--- src/rtl/pdm_cic_if.sv ---
// PDM input / PCM output bundle for the CIC decimator.
// master drives the bitstream, slave is the decimator.
interface pdm_cic_if;
  logic               pdm_ce;
  logic               pdm_in;
  logic signed [15:0] pcm_data;
  logic               pcm_valid;
  logic               settled;

  modport master (
    output pdm_ce,
    output pdm_in,
    input  pcm_data,
    input  pcm_valid,
    input  settled
  );

  modport slave (
    input  pdm_ce,
    input  pdm_in,
    output pcm_data,
    output pcm_valid,
    output settled
  );
endinterface

--- src/rtl/pdm_cic_decimator.sv ---
// Third-order CIC decimator (M=1, R=2^OSR_LOG2).
// Turns a 1-bit PDM stream into saturated signed 16-bit PCM.
module pdm_cic_decimator #(
  parameter int OSR_LOG2 = 7
) (
  input  logic    clk,
  input  logic    reset,
  pdm_cic_if.slave p
);
  localparam int IW = 3*OSR_LOG2 + 2;
  localparam int SH = 3*OSR_LOG2 - 15;

  logic signed [IW-1:0] i1, i2, i3;
  logic signed [IW-1:0] z1, z2, z3;
  logic signed [IW-1:0] x, d1, d2, d3;
  logic [OSR_LOG2-1:0]  cnt;
  logic [2:0]           wcnt;
  logic                 tick;
  logic signed [16:0]   s;
  logic signed [15:0]   sat;
  logic signed [15:0]   data_q;
  logic                 valid_q;
  logic                 settled_q;

  always_comb begin
    x    = p.pdm_in ? IW'(1) : '1;
    tick = p.pdm_ce & (cnt == '1);
    d1   = i3 - z1;
    d2   = d1 - z2;
    d3   = d2 - z3;
    s    = 17'(d3 >>> SH);
    sat  = s[15:0];
    // Only +2^15 can escape the 16-bit range.
    if (s[16] != s[15])
      sat = s[16] ? 16'sh8000 : 16'sh7fff;
  end

  always_ff @(posedge clk or negedge reset) begin
    if (!reset) begin
      i1        <= '0;
      i2        <= '0;
      i3        <= '0;
      z1        <= '0;
      z2        <= '0;
      z3        <= '0;
      cnt       <= '0;
      wcnt      <= '0;
      data_q    <= '0;
      valid_q   <= 1'b0;
      settled_q <= 1'b0;
    end else begin
      if (p.pdm_ce) begin
        cnt <= cnt + OSR_LOG2'(1);
        i1  <= i1 + x;
        i2  <= i2 + i1;
        i3  <= i3 + i2;
      end
      if (tick) begin
        z1     <= i3;
        z2     <= d1;
        z3     <= d2;
        data_q <= sat;
        if (wcnt != 3'd4)
          wcnt <= wcnt + 3'd1;
      end
      valid_q <= tick & (wcnt == 3'd4);
      if (tick & (wcnt == 3'd3))
        settled_q <= 1'b1;
    end
  end

  assign p.pcm_data  = data_q;
  assign p.pcm_valid = valid_q;
  assign p.settled   = settled_q;
endmodule

--- src/flat_wrapper.sv ---
// flat-port wrapper written by rule: the top's interface ports become plain ports
module pdm_cic_decimator_flat 
#(
  parameter int OSR_LOG2 = 7
)
  (clk, reset, p_pdm_ce, p_pdm_in, p_pcm_data, p_pcm_valid, p_settled);
  pdm_cic_if p_i ();
  input  logic clk;
  input  logic reset;
  input wire logic [$bits(p_i.pdm_ce)-1:0] p_pdm_ce;
  input wire logic [$bits(p_i.pdm_in)-1:0] p_pdm_in;
  output wire logic [$bits(p_i.pcm_data)-1:0] p_pcm_data;
  output wire logic [$bits(p_i.pcm_valid)-1:0] p_pcm_valid;
  output wire logic [$bits(p_i.settled)-1:0] p_settled;
  assign p_i.pdm_ce = p_pdm_ce;
  assign p_i.pdm_in = p_pdm_in;
  assign p_pcm_data = p_i.pcm_data;
  assign p_pcm_valid = p_i.pcm_valid;
  assign p_settled = p_i.settled;
  pdm_cic_decimator #(.OSR_LOG2(OSR_LOG2)) u_core (.clk(clk), .reset(reset), .p(p_i));
endmodule
--- config.mk ---
export PLATFORM = sky130hd
export DESIGN_NAME = pdm_cic_decimator_flat
export DESIGN_NICKNAME = d
export VERILOG_FILES = /design/src/rtl/pdm_cic_if.sv /design/src/rtl/pdm_cic_decimator.sv /design/src/flat_wrapper.sv
export SDC_FILE = /design/constraint.sdc
export NUM_CORES = 1
export LEC_CHECK = 0
export ABC_AREA = 1
export CELL_PAD_IN_SITES_DETAIL_PLACEMENT = 1
export CELL_PAD_IN_SITES_GLOBAL_PLACEMENT = 1
export CORE_ASPECT_RATIO = 1.25
export CORE_UTILIZATION = 45
export CTS_BUF_LIST = sky130_fd_sc_hd__clkbuf_4 sky130_fd_sc_hd__clkbuf_8
export DETAILED_ROUTE_END_ITERATION = 6
export PLACE_DENSITY = 0.84
export RECOVER_POWER = 25
export SYNTH_ARGS = -nofsm -noshare
export SYNTH_HDL_FRONTEND = slang
export SYNTH_SLANG_ARGS = --single-unit
--- constraint.sdc ---
create_clock -name clk -period 9.5 [get_ports clk]
set_input_delay 1.9 -clock clk [delete_from_list [all_inputs] [get_ports clk]]
set_output_delay 1.9 -clock clk [all_outputs]
set_load 0.005 [all_outputs]
==> results by group <==
Finish
  – Layout cell share with drive strength beyond 1: under 10%
  – Net total in the final layout: approximately 1800
  – Area growth from synthesis to layout: 7.40%
  – Fill cell total of the finished layout: 3482
  – Register area: about 0.0042 mm2
  – Post-layout util: about half
  – Area of combinational cells with multiple inputs: ~0.0075 mm2
  – Count of antenna diodes in the layout: 0

Logic synthesis
  – Synth warn: 0
  – Fraction of the yosys area taken by sequential cells: roughly 33%
  – Largest cells by area after synthesis: sky130_fd_sc_hd__dfrtp_1 33%, sky130_fd_sc_hd__ha_1 13%, sky130_fd_sc_hd__nand2_1 11%, sky130_fd_sc_hd__o21ai_0 7.3%, sky130_fd_sc_hd__inv_1 5.4%
  – Portion of synthesized cell area occupied by the leading cell type: 33.1%
  – Syn Inst Count: roughly 1600
  – Unique cell type count in the Yosys netlist: 48
  – Post-Syn Nets: between 1500 and 2000
  – Mapped Avg Cell Area: between 7 and 8 um2
  – Synth Register Bits: 166
  – Leading register cell type out of synthesis: sky130_fd_sc_hd__dfrtp_1
  – Fraction of registers with async set or reset after synthesis: 100%
  – Number of synthesized flops with an enable pin: 0
  – Biggest area consumer among synthesized cells: sky130_fd_sc_hd__dfrtp_1
  – Most common library cells after synthesis: 364 x sky130_fd_sc_hd__nand2_1, 183 x sky130_fd_sc_hd__o21ai_0, 182 x sky130_fd_sc_hd__inv_1
  – Combined area of all synthesized cells: about 0.013 mm2
  – Count leader, synth: sky130_fd_sc_hd__nand2_1

Global route
  – Antenna violations before repair: 0
  – Global-route wire length before repair: approximately 57 mm
  – Sum of overflow across all layers after global routing: 0
  – Vias in the first global route: around 12000
  – Largest net degree at the start of global routing: about 130
  – Combined global-route utilization of all metal layers: between 20% and 30%

Route
  – Mean number of vias per cell: about 5.5
  – Count of nets left with antenna violations after detail routing: 0
  – Violation count after the first detailed-routing iteration: between 300 and 400
  – WL final: ~34 mm
  – Residual DRC: 0
  – Average wire per cell in the routed design: between 15 and 20 um
  – Number of iterations in the first detailed-routing pass: 4
  – Number of vias after detailed routing: 11135

Critical path
  – Cell family contributing the most delay on the critical path: buffers and inverters
  – Cells along the critical path: clkbuf_1, clkbuf_1
  – Required time at the endpoint of the critical path: between 9 and 10 ns
  – Critical-path top delay cell: sky130_fd_sc_hd__clkbuf_1
  – Start-to-end type of the worst setup path: primary input to asynchronous set/reset pin
  – Maximum fanout along the worst path: 54
  – Crit start category: primary input
  – CP Buf/Inv Count: 2
  – Dominant cell type by count on the critical path: sky130_fd_sc_hd__clkbuf_1
  – Largest stage delay on the critical path: around 2.2 ns
  – Endpoint class of the critical path: asynchronous set/reset pin
  – Arrival time worst endpoint: ~6.3 ns

Clock tree
  – Clock Root Buffer: sky130_fd_sc_hd__clkbuf_8
  – TritonCTS Sinks: around 170
  – Post-CTS repair timing setup buffer count: 0
  – Source-to-sink clock delay at the later pin of the worst-skew pair: about 0.49 ns
  – CTS tree: built
  – Cts-stage hold buffer count: 0
  – Number of buffers inserted during clock tree synthesis: 17
  – Cts repair resizes: 0
  – Clock-pin transition on the worst setup and hold timing paths: ~0.09 ns
  – H-Tree Level Count: 4
  – Maximum root-to-sink buffer count: 2

STA
  – Unrepaired setup endpoints after global routing: no
  – Final total negative setup slack: 0 ns
  – Worst setup skew after layout: approximately 0.015 ns
  – Final setup violation count: 0
  – Maximum achievable frequency: 159 MHz
  – Worst slew margin relative to its limit: -102%
  – Final critical-path share of the clock period: 66.1%
  – Max-slew violation total from the final report: about 160
  – Minimum period implied by the final worst setup slack: 6.28 ns
  – Tightest Pin Transition: 3.03 ns
  – Final-report hold violation count: 0

Floorplanning
  – Die Width: about 150 um
  – Initial standard-cell utilization of the core: ~46%
  – DIE AREA: approximately 0.029 mm2
  – Height of the die: 189 um
  – Core Area: between 0.02 and 0.03 mm2
  – Count of standard-cell rows: 68
  – Number of primary I/O pins: 22

Placement
  – IO buf count: 21
  – Routability congestion estimate from global placement: 0.937
  – Total half-perimeter wirelength after legalization and detailed placement: 26.3 mm

Status
  – Failing checks: max-capacitance violations, max-slew violations
  – Outcome: finished with violations

Run
  – Count of max-cap constraint violations: 3

Worst hold path
  – Hold crit path type: flop to flop
## registers in the layout, summed over array words and instances (netlist names)
signal / flops
u_core.i1: 23
u_core.i2: 23
u_core.i3: 23
u_core.z1: 23
u_core.z2: 23
u_core.z3: 23
u_core.p.pcm_data: 16
u_core.cnt: 7
u_core.wcnt: 3
u_core.p.pcm_valid: 1
u_core.p.settled: 1
## logic make-up after synthesis
| family | count (synthesis) | share of synthesized area (%) |
|---|---|---|
| buf+inv | 219 | 6.86 |
| compound gates | 404 | 17.8 |
| simple gates | 617 | 21.0 |
| xor+xnor | 102 | 7.12 |
| flops | 166 | 33.1 |
| fa+ha+maj | 139 | 14.2 |
## stage by stage
stage / cells / cell area [um2] / hold slack (ns) / setup slack (ns)
final: 2021 / 13500 / 0.476 / 3.22
after global routing: 2021 / 13500 / 0.488 / 2.08
after CTS: 2021 / 13500 / 0.477 / 3.54
after detailed placement: 1989 / 13100 / 0.457 / 3.57
after global placement: 1989 / 13100 / 0.459 / 3.86
after floorplan: 1647 / 12600 / 0.449 / 4.54
## area by class of cell
type / instances / area share (%)
clock inverter: 14 / 1.31
inverter: 184 / 5.15
sequential: 166 / 30.8
tap: 350 / 3.25
clock buffer: 18 / 1.79
timing repair buffer: 27 / 1.77
multi-input combinational: 1262 / 55.9
## cell usage in the layout (no fill, tap or decap), types with 9 or more instances in the layout
cell                              netlist  layout
sky130_fd_sc_hd__a21o_1                11      11
sky130_fd_sc_hd__a21oi_1              136     136
sky130_fd_sc_hd__a21oi_2               11      11
sky130_fd_sc_hd__a31oi_1               17      17
sky130_fd_sc_hd__clkbuf_8               0      17
sky130_fd_sc_hd__clkdlybuf4s50_1        0      19
sky130_fd_sc_hd__dfrtp_1              166     166
sky130_fd_sc_hd__ha_1                 134     134
sky130_fd_sc_hd__inv_1                182     181
sky130_fd_sc_hd__nand2_1              364     364
sky130_fd_sc_hd__nand3_1               90      90
sky130_fd_sc_hd__nand4_1               13      13
sky130_fd_sc_hd__nor2_1                96      96
sky130_fd_sc_hd__nor4_1                13      13
sky130_fd_sc_hd__o211ai_1              10      10
sky130_fd_sc_hd__o21ai_0              183     183
sky130_fd_sc_hd__o21bai_1               9       9
sky130_fd_sc_hd__or2_2                 15      15
sky130_fd_sc_hd__xnor2_1               38      38
sky130_fd_sc_hd__xor2_1                64      64
## metal layers
metal  track usage, %  wire length (um)  vias to the layer above
met5                0                 0                        -
met3             3.03               443                       72
li1                 -                 -                     5559
met2             48.9             18400                       96
met4             12.8              1540                        0
met1             25.7             13200                     5408
## path summary, 6_finish.rpt
path	start	to	slack, ns	cells after the start
max	reset	u_core.p.settled$_DFFE_PN0P_	3.22	2
min	u_core.p.settled$_DFFE_PN0P_	u_core.p.settled$_DFFE_PN0P_	0.48	1
max reg2reg	u_core.i3[2]$_DFFE_PN0P_	u_core.p.pcm_data[2]$_DFFE_PN0P_	3.55	28
min reg2reg	u_core.p.settled$_DFFE_PN0P_	u_core.p.settled$_DFFE_PN0P_	0.48	1
max in group clk	u_core.i3[2]$_DFFE_PN0P_	u_core.p.pcm_data[2]$_DFFE_PN0P_	3.55	28
min in group asynchronous	reset	u_core.z3[1]$_DFFE_PN0P_	2.39	1
Power is not shown: default switching activity piles up to over one toggle a cycle in this logic, so the estimate is an artifact.
